--- config.mk ---
export PLATFORM = sky130hd
export DESIGN_NAME = sat_counter
export DESIGN_NICKNAME = d
export VERILOG_FILES = /design/src/rtl/sat_counter.sv
export SDC_FILE = /design/constraint.sdc
export NUM_CORES = 1
export LEC_CHECK = 0
export CAP_MARGIN = 25
export CELL_PAD_IN_SITES_DETAIL_PLACEMENT = 1
export CELL_PAD_IN_SITES_GLOBAL_PLACEMENT = 1
export CORE_AREA = 8 8 45 47
export DETAILED_ROUTE_END_ITERATION = 10
export DIE_AREA = 0 0 53 55
export MAX_ROUTING_LAYER = met4
export PLACE_DENSITY = 0.79
export SYNTH_ARGS = -nofsm -noshare
export SYNTH_HDL_FRONTEND = slang
export SYNTH_SLANG_ARGS = --single-unit
export TNS_END_PERCENT = 100
--- constraint.sdc ---
create_clock -name clk -period 2.1 [get_ports clk]
set_clock_uncertainty 0.15 [all_clocks]
set_input_delay 0.63 -clock clk [delete_from_list [all_inputs] [get_ports clk]]
set_output_delay 0.63 -clock clk [all_outputs]
set_load 0.02 [all_outputs]
--- src/rtl/sat_counter.sv ---
// Saturating up-counter: sticks at all-ones instead of wrapping.
module sat_counter #(
    parameter int W = 8
) (
    input  logic         clk,
    input  logic         rst,
    input  logic         inc,
    output logic [W-1:0] count
);

    logic [W-1:0] r_count;

    // Count up on inc, hold once every bit is set
    always_ff @(posedge clk or posedge rst) begin
        if (rst)
            r_count <= '0;
        else if (inc && (r_count != {W{1'b1}}))
            r_count <= r_count + 1'b1;
    end

    assign count = r_count;

endmodule

# Word level (Yosys, flattened, before mapping)
# Cells that the tools add are included.
dict set report word_totals {
  reg_bits 8
  inputBits 3
}
dict set report classes {
  add_sub_neg 1
  n_eq_ne 1
  reduce_logical 1
}
# cell count
set op_table {}
lappend op_table {{$add A8 B1 Y8 const B} 1}
lappend op_table {{$ne A8 B8 Y1 const B} 1}
lappend op_table {{$logic_and A1 B1 Y1} 1}

# Longest topological paths before layout
# Gate-level depths: netlist of the first run.
dict set report logic_depth {
  ltp_word 2
  depth_mapped 4
}

# Worst setup path after synthesis of the first run
# OpenSTA, ideal clock, no wires.
dict set report synth_timing {
  kind {register to register}
  from {register r_count[0] (netlist: count[0])}
  to {register r_count[1] (netlist: count[1])}
  setup_ns 0.128
  arrival_ns 1.458
  required_ns 1.822
  setup_slack_ns 0.364
  path_stages_with_launch 5
  n_path_buf 0
  synth_period_minus_slack_ns 1.736
  cell_sequence {dfrtp_1 > ha_1 > nand4_4 > o21ai_2 > mux2_1}
}
dict set report synth_via {
  elab_chain_len 2
}
# item line
set synth_rtl {}
lappend synth_rtl {{start: declaration} 11} ;# logic [W-1:0] r_count;
lappend synth_rtl {{start signal: assignment} 18} ;# r_count <= r_count + 1'b1;
lappend synth_rtl {{parallel branches: the longest is 2 deep, another holds $add A8 B1 Y8} --}
# Several ways; the timed one is not identified.
# A chain may end at the register's enable or synchronous reset.

# Worst setup path after layout of the first run
dict set report layout_timing {
  from {register r_count[0] (netlist: count[0])}
  to {output count[0]}
}
# item line
set layout_lines {}
lappend layout_lines {{end: declaration} 8} ;# output logic [W-1:0] count
# No word-level cell between the ends.

==> results.cfg, run 1 <==
[sta]
setup_ws_ns = 0.104
drv_slew = 0
worstMarginPinSlew_ns = 0.334
finalCriticalPeriod_ns = 2.00
relSlewSlack_pct = 77.7
period_share_pct = 95.0
clock.fmax_mhz = 501
final_hold_viol_count = 0
setup_violations = 0
hold_ws_ns = 0.382
setup_tns_ns = 0
rsz0062_at_grt = false

[clock_tree]
clk_pin_slew_worst_paths_ns = 0.06
cts_tree = built
cts-buffers-inserted = 3
htreeDepth = 1
clock_latency_ns = 0.26
cts_buffer_depth = 2
clockRootBuffer = clkbuf_4
post-cts-setup-buffers = 0
cts_resized = 4
clock_sinks = 8
holdBufCountCts = 0

[yosys]
synth_enable_flop_cells = 0
synth_flop_cell = dfrtp_1
synthTopCellsByArea = dfrtp_1 48%, mux2_1 8.1%, nand4_4 5.1%
synth_warnings = 0
synthArstFlopShare_pct = 100
syn-instance-count = 38
seq_area_frac_synth_pct = 47.8
netlist_area_um2 = 419
ys_types = 19
yosysMostFrequentCell = dfrtp_1
synthesis.nets = 42
netlist.area_leader.share_pct = 47.8
synthTopCellsByCount = 8 x dfrtp_1, 4 x nand2_1, 3 x mux2_1, 3 x nand3_1, 3 x nand4_1
avgSynthCellArea_um2 = 11.0
yosysTopAreaCell = dfrtp_1
ys_ff_latch = 8

[global_routing]
grt_overflow_total = 0
grt_pass1_wl_um = 1800
grt_pass1_vias = 363
grt_max_degree = 9
grt_usage_pct = 9.39
antenna_found_initial = 0

[layout]
multi_input_area_um2 = 215
synthToLayoutAreaGrowth_pct = 40.6
layout.nets = 61
drive_gt1_share_pct = 18.2
fillers = 162
fin_area_um2 = 589
largest_reg_flops = 8
area.sequential_um2 = 200
final_util_pct = 42.6
n_antenna_cell = 0

[floorplanning]
design.core.area_mm2 = 0.00138
initial_utilization_pct = 30.3
die_area_mm2 = 0.00292
fp.dieH_um = 55
die_w_um = 53
num_io_pins = 11
fp-row-count = 14

[setup_path]
crit_arrival_ns = 1.22
crit_buf_inv = 1
endpoint_kind = output port
r2r_setup_slack_ns = 0.36
cp-start-kind = register
cp_slowest_cell = clkdlybuf4s50_1
crit_family = buffers and inverters
path_max_fanout = 2
cp_data_required_time_ns = 1.32
crit_type = reg -> out
crit_chain = clkdlybuf4s50_1
critPathMaxStageDelay_ns = 0.61

[place]
portBuffers = 10
placed_area_um2 = 569
place_ws_ns = 0.0600
place.gp.congestion = 0.760
hpwlAfterDp_um = 800

[routing]
drc_errors = 0
avgRoutedWirePerCell_um = 15.1
drtAntennaViolNets = 0
first_pass_iters = 2
post_drt_via_cell_ratio = 5.25
wl_um = 1070
vias = 373
drtIter0Drc = 7

[worst_hold_path]
min_path_type = reg -> reg

[run_status]
outcome = finished, final reports clean

[power_and_ir_drop]
leakage_nw = 0.263
pwr_density_cell_mw_per_mm2 = 1510
irDropWorstVdd_uv = 593

[run]
maxCapViolCount = 0
## cell families after synthesis
family / count (synthesis) / share of synthesized area, %
and+or+nand+nor: 15 / 20.9
AOI/OAI and AO/OA: 8 / 14.6
DFF: 8 / 47.8
muxes: 4 / 10.7
xor gates and xnor gates: 1 / 2.09
buffers and inverters: 1 / 0.895
adders and majority gates: 1 / 2.98
## worst paths after layout
kind,depth (start not counted),startpoint,to
setup / recovery,1,count[0]$_DFFE_PP0P_,count[0]
hold / removal,1,count[6]$_DFFE_PP0P_,count[6]$_DFFE_PP0P_
setup reg to reg,5,count[0]$_DFFE_PP0P_,count[1]$_DFFE_PP0P_
hold reg to reg,1,count[6]$_DFFE_PP0P_,count[6]$_DFFE_PP0P_
max in group asynchronous,2,rst,count[4]$_DFFE_PP0P_
min in group asynchronous,2,rst,count[6]$_DFFE_PP0P_
## worst reg2reg max path, stage by stage, from the launching register on
cell	delay (ns)
dfrtp_1	0.35
buf_4	0.14
ha_1	0.25
nand4_4	0.18
o21ai_2	0.21
mux2_1	0.33
## report_power, final
part           leakage, nW  switching, W  internal (W)
clock               0.0138     0.0000561     0.0000657
combinational        0.151      0.000248      0.000219
sequential          0.0985     0.0000765      0.000223
total                0.263      0.000380      0.000508
## through the flow
stage / std cells / power, W
after floorplan: 38 / 0.000552
after global placement: 68 / 0.000787
after detailed placement: 68 / 0.000797
after CTS: 71 / 0.000905
after global routing: 71 / 0.000958
final: 71 / 0.000888
## layout by cell type, fill, tap and decap left out, drive strengths merged
cell type	n
dlymetal6s2s	1
buf	4
nand3	3
clkbuf	3
mux2	4
o21ai	2
o31a	1
nand2	4
dlygate4sd2	4
clkdlybuf4s50	5
nor3	2
nand4	4
xnor2	1
o21bai	2
dfrtp	8
nor2	2
inv	1
ha	1
o2111a	1
a21boi	1
a21oi	1
## layout make-up
type	instances	area share, %
sequential	8	34.0
inverter	1	0.637
tap	16	3.40
multi-input combinational	29	36.5
timing repair buffer	14	21.7
clock buffer	3	3.82
## routing by layer
| layer | track usage [%] | wire (µm) | part of all wire [%] |
|---|---|---|---|
| met3 | 1.60 | 51 | 4.7 |
| met4 | 12.9 | 62 | 5.8 |
| met1 | 10.5 | 508 | 47 |
| met2 | 12.1 | 452 | 42 |
| met5 | - | 0 | 0 |
Power figures use the tool's default switching activity.
==> run 2: changes to the inputs <==
--- a/config.mk
+++ b/config.mk
@@ -13,6 +13,7 @@
 export DIE_AREA = 0 0 53 55
 export MAX_ROUTING_LAYER = met4
 export PLACE_DENSITY = 0.79
+export RECOVER_POWER = 25
 export SYNTH_ARGS = -nofsm -noshare
 export SYNTH_HDL_FRONTEND = slang
 export SYNTH_SLANG_ARGS = --single-unit
==> results.cfg, run 2 (synthesis gave the netlist of run 1 again) <==
[clock_tree]
clockRootBuffer = clkbuf_4
cts-buffers-inserted = 3
clock_latency_ns = 0.26
htreeDepth = 1
cts_buffer_depth = 2
cts_tree = built
clk_pin_slew_worst_paths_ns = 0.06
clock_sinks = 8

[layout]
largest_reg_flops = 8
multi_input_area_um2 = 215
fillers = 162
area.sequential_um2 = 200
n_antenna_cell = 0
final_common_cell = dfrtp_1
layout.nets = 61
fin_cells = 71
fin_area_um2 = 589
drive_gt1_share_pct = 18.2
synthToLayoutAreaGrowth_pct = 40.6
most-common-layout-cells = 8 x dfrtp_1, 4 x nand2_1, 4 x clkdlybuf4s50_1, 4 x dlygate4sd2_1, 4 x buf_4

[routing]
vias = 373
drtIter0Drc = 7
drtAntennaViolNets = 0
drc_errors = 0
avgRoutedWirePerCell_um = 15.1
post_drt_via_cell_ratio = 5.25
first_pass_iters = 2
wl_um = 1070

[power_and_ir_drop]
clkPwrFrac_pct = 13.7
comb_power_share_pct = 52.5
seq_power_share_pct = 33.7
pwr_density_cell_mw_per_mm2 = 1510
leakage_nw = 0.263
irDropWorstVdd_uv = 593
swShare_pct = 42.8
finalPower_w = 0.000888
intPower_w = 0.000508
switchingPower_w = 0.000380

[setup_path]
crit_arrival_ns = 1.22
r2r_end = count[1]$_DFFE_PP0P_
worstRegToRegCells = 5
cp_data_required_time_ns = 1.32
crit_chain = clkdlybuf4s50_1
crit_buf_inv = 1
path_max_fanout = 2
endpoint_kind = output port
cp_slowest_cell = clkdlybuf4s50_1
r2r-start = count[0]$_DFFE_PP0P_
cp-start-kind = register
crit_type = reg -> out
r2r_setup_slack_ns = 0.36
crit_family = buffers and inverters
critPathMaxStageDelay_ns = 0.61

[sta]
setup_tns_ns = 0
clock.fmax_mhz = 501
drv_slew = 0
relSlewSlack_pct = 77.7
final_hold_viol_count = 0
finalCriticalPeriod_ns = 2.00
worstMarginPinSlew_ns = 0.334
rsz0062_at_grt = false
period_share_pct = 95.0
setup_violations = 0

[floorplanning]
num_io_pins = 11
design.core.area_mm2 = 0.00138
fp.dieH_um = 55
fp-row-count = 14
initial_utilization_pct = 30.3
die_w_um = 53
die_area_mm2 = 0.00292

[place]
place.gp.congestion = 0.760
hpwlAfterDp_um = 800
portBuffers = 10
placed_area_um2 = 569
dp.cells = 68

[global_routing]
grt_max_degree = 9
grt_pass1_vias = 363
grt_overflow_total = 0
grt_pass1_wl_um = 1800
grt_usage_pct = 9.39
antenna_found_initial = 0

[worst_hold_path]
hold_end = count[6]$_DFFE_PP0P_
min_path_type = reg -> reg
holdCritStartpoint = count[6]$_DFFE_PP0P_
min_path_cells = 1

[run]
maxCapViolCount = 0

[run_status]
outcome = finished, final reports clean
==> run 2: changes by cell type in the layout (fill, tap and decap cells not counted), sizes merged <==
cell           before  now
clkdlybuf4s50       5    4
dlygate4sd3         0    1
==> run 2: final cells by class <==
class,instances,share of cell area (%)
clock buffers,3,3.82
inverters,1,0.637
multi-input cells,29,36.5
flip-flops and latches,8,34.0
well taps,16,3.40
repair buffers,14,21.7
==> run 2: how the worst max path moves through the flow <==
| stage | startpoint | to | slack, ns | cells after the start |
|---|---|---|---|---|
| 2_1_floorplan | count[0]$_DFFE_PP0P_ | count[1]$_DFFE_PP0P_ | 0.36 | 4 |
| 3_3_place_gp | inc | count[7]$_DFFE_PP0P_ | 0.10 | 4 |
| 3_5_place_dp | inc | count[7]$_DFFE_PP0P_ | 0.06 | 4 |
| 4_1_cts | count[6]$_DFFE_PP0P_ | count[6] | 0.006 | 1 |
| 5_1_grt | count[0]$_DFFE_PP0P_ | count[0] | 0.04 | 1 |
| 6_report | count[0]$_DFFE_PP0P_ | count[0] | 0.10 | 1 |
==> run 2: routing by layer <==
metal,global-route usage [%],part of all wire (%)
met3,1.60,4.8
met1,10.5,47
met5,-,0
met4,12.9,5.8
met2,12.1,42
==> run 2: repair_timing <==
| action | CTS | global route |
|---|---|---|
| hold buffers | 0 | 0 |
| endpoints found under the hold margin | 0 | 0 |
| endpoints found under the setup margin | 4 | 1 |
| gates resized for setup | 4 | 1 |
| buffers inserted | 0 | 0 |
==> run 2: worst reg2reg max path, stage by stage, from the launching register on <==
cell and delay (ns):
dfrtp_1 0.35, buf_4 0.14, ha_1 0.25, nand4_4 0.18
o21ai_2 0.21, mux2_1 0.33
==> run 2: power by group through the flow <==
stage / Combinational [W] / Sequential, W / Clock, W
after floorplan: 0.000144 / 0.000408 / 0
after global placement: 0.000490 / 0.000297 / 0
after detailed placement: 0.000494 / 0.000303 / 0
after CTS: 0.000476 / 0.000300 / 0.000130
after global routing: 0.000507 / 0.000312 / 0.000139
final: 0.000467 / 0.000300 / 0.000122
==> run 2: stage by stage <==
step	utilization (%)	hold WS (ns)	setup WS [ns]
3_3_place_gp	41.1	0.355	0.103
4_1_cts	42.4	0.394	0.00609
3_5_place_dp	41.1	0.382	0.0600
5_1_grt	42.6	0.407	0.0400
6_report	42.6	0.382	0.104
2_1_floorplan	-	0.296	0.364
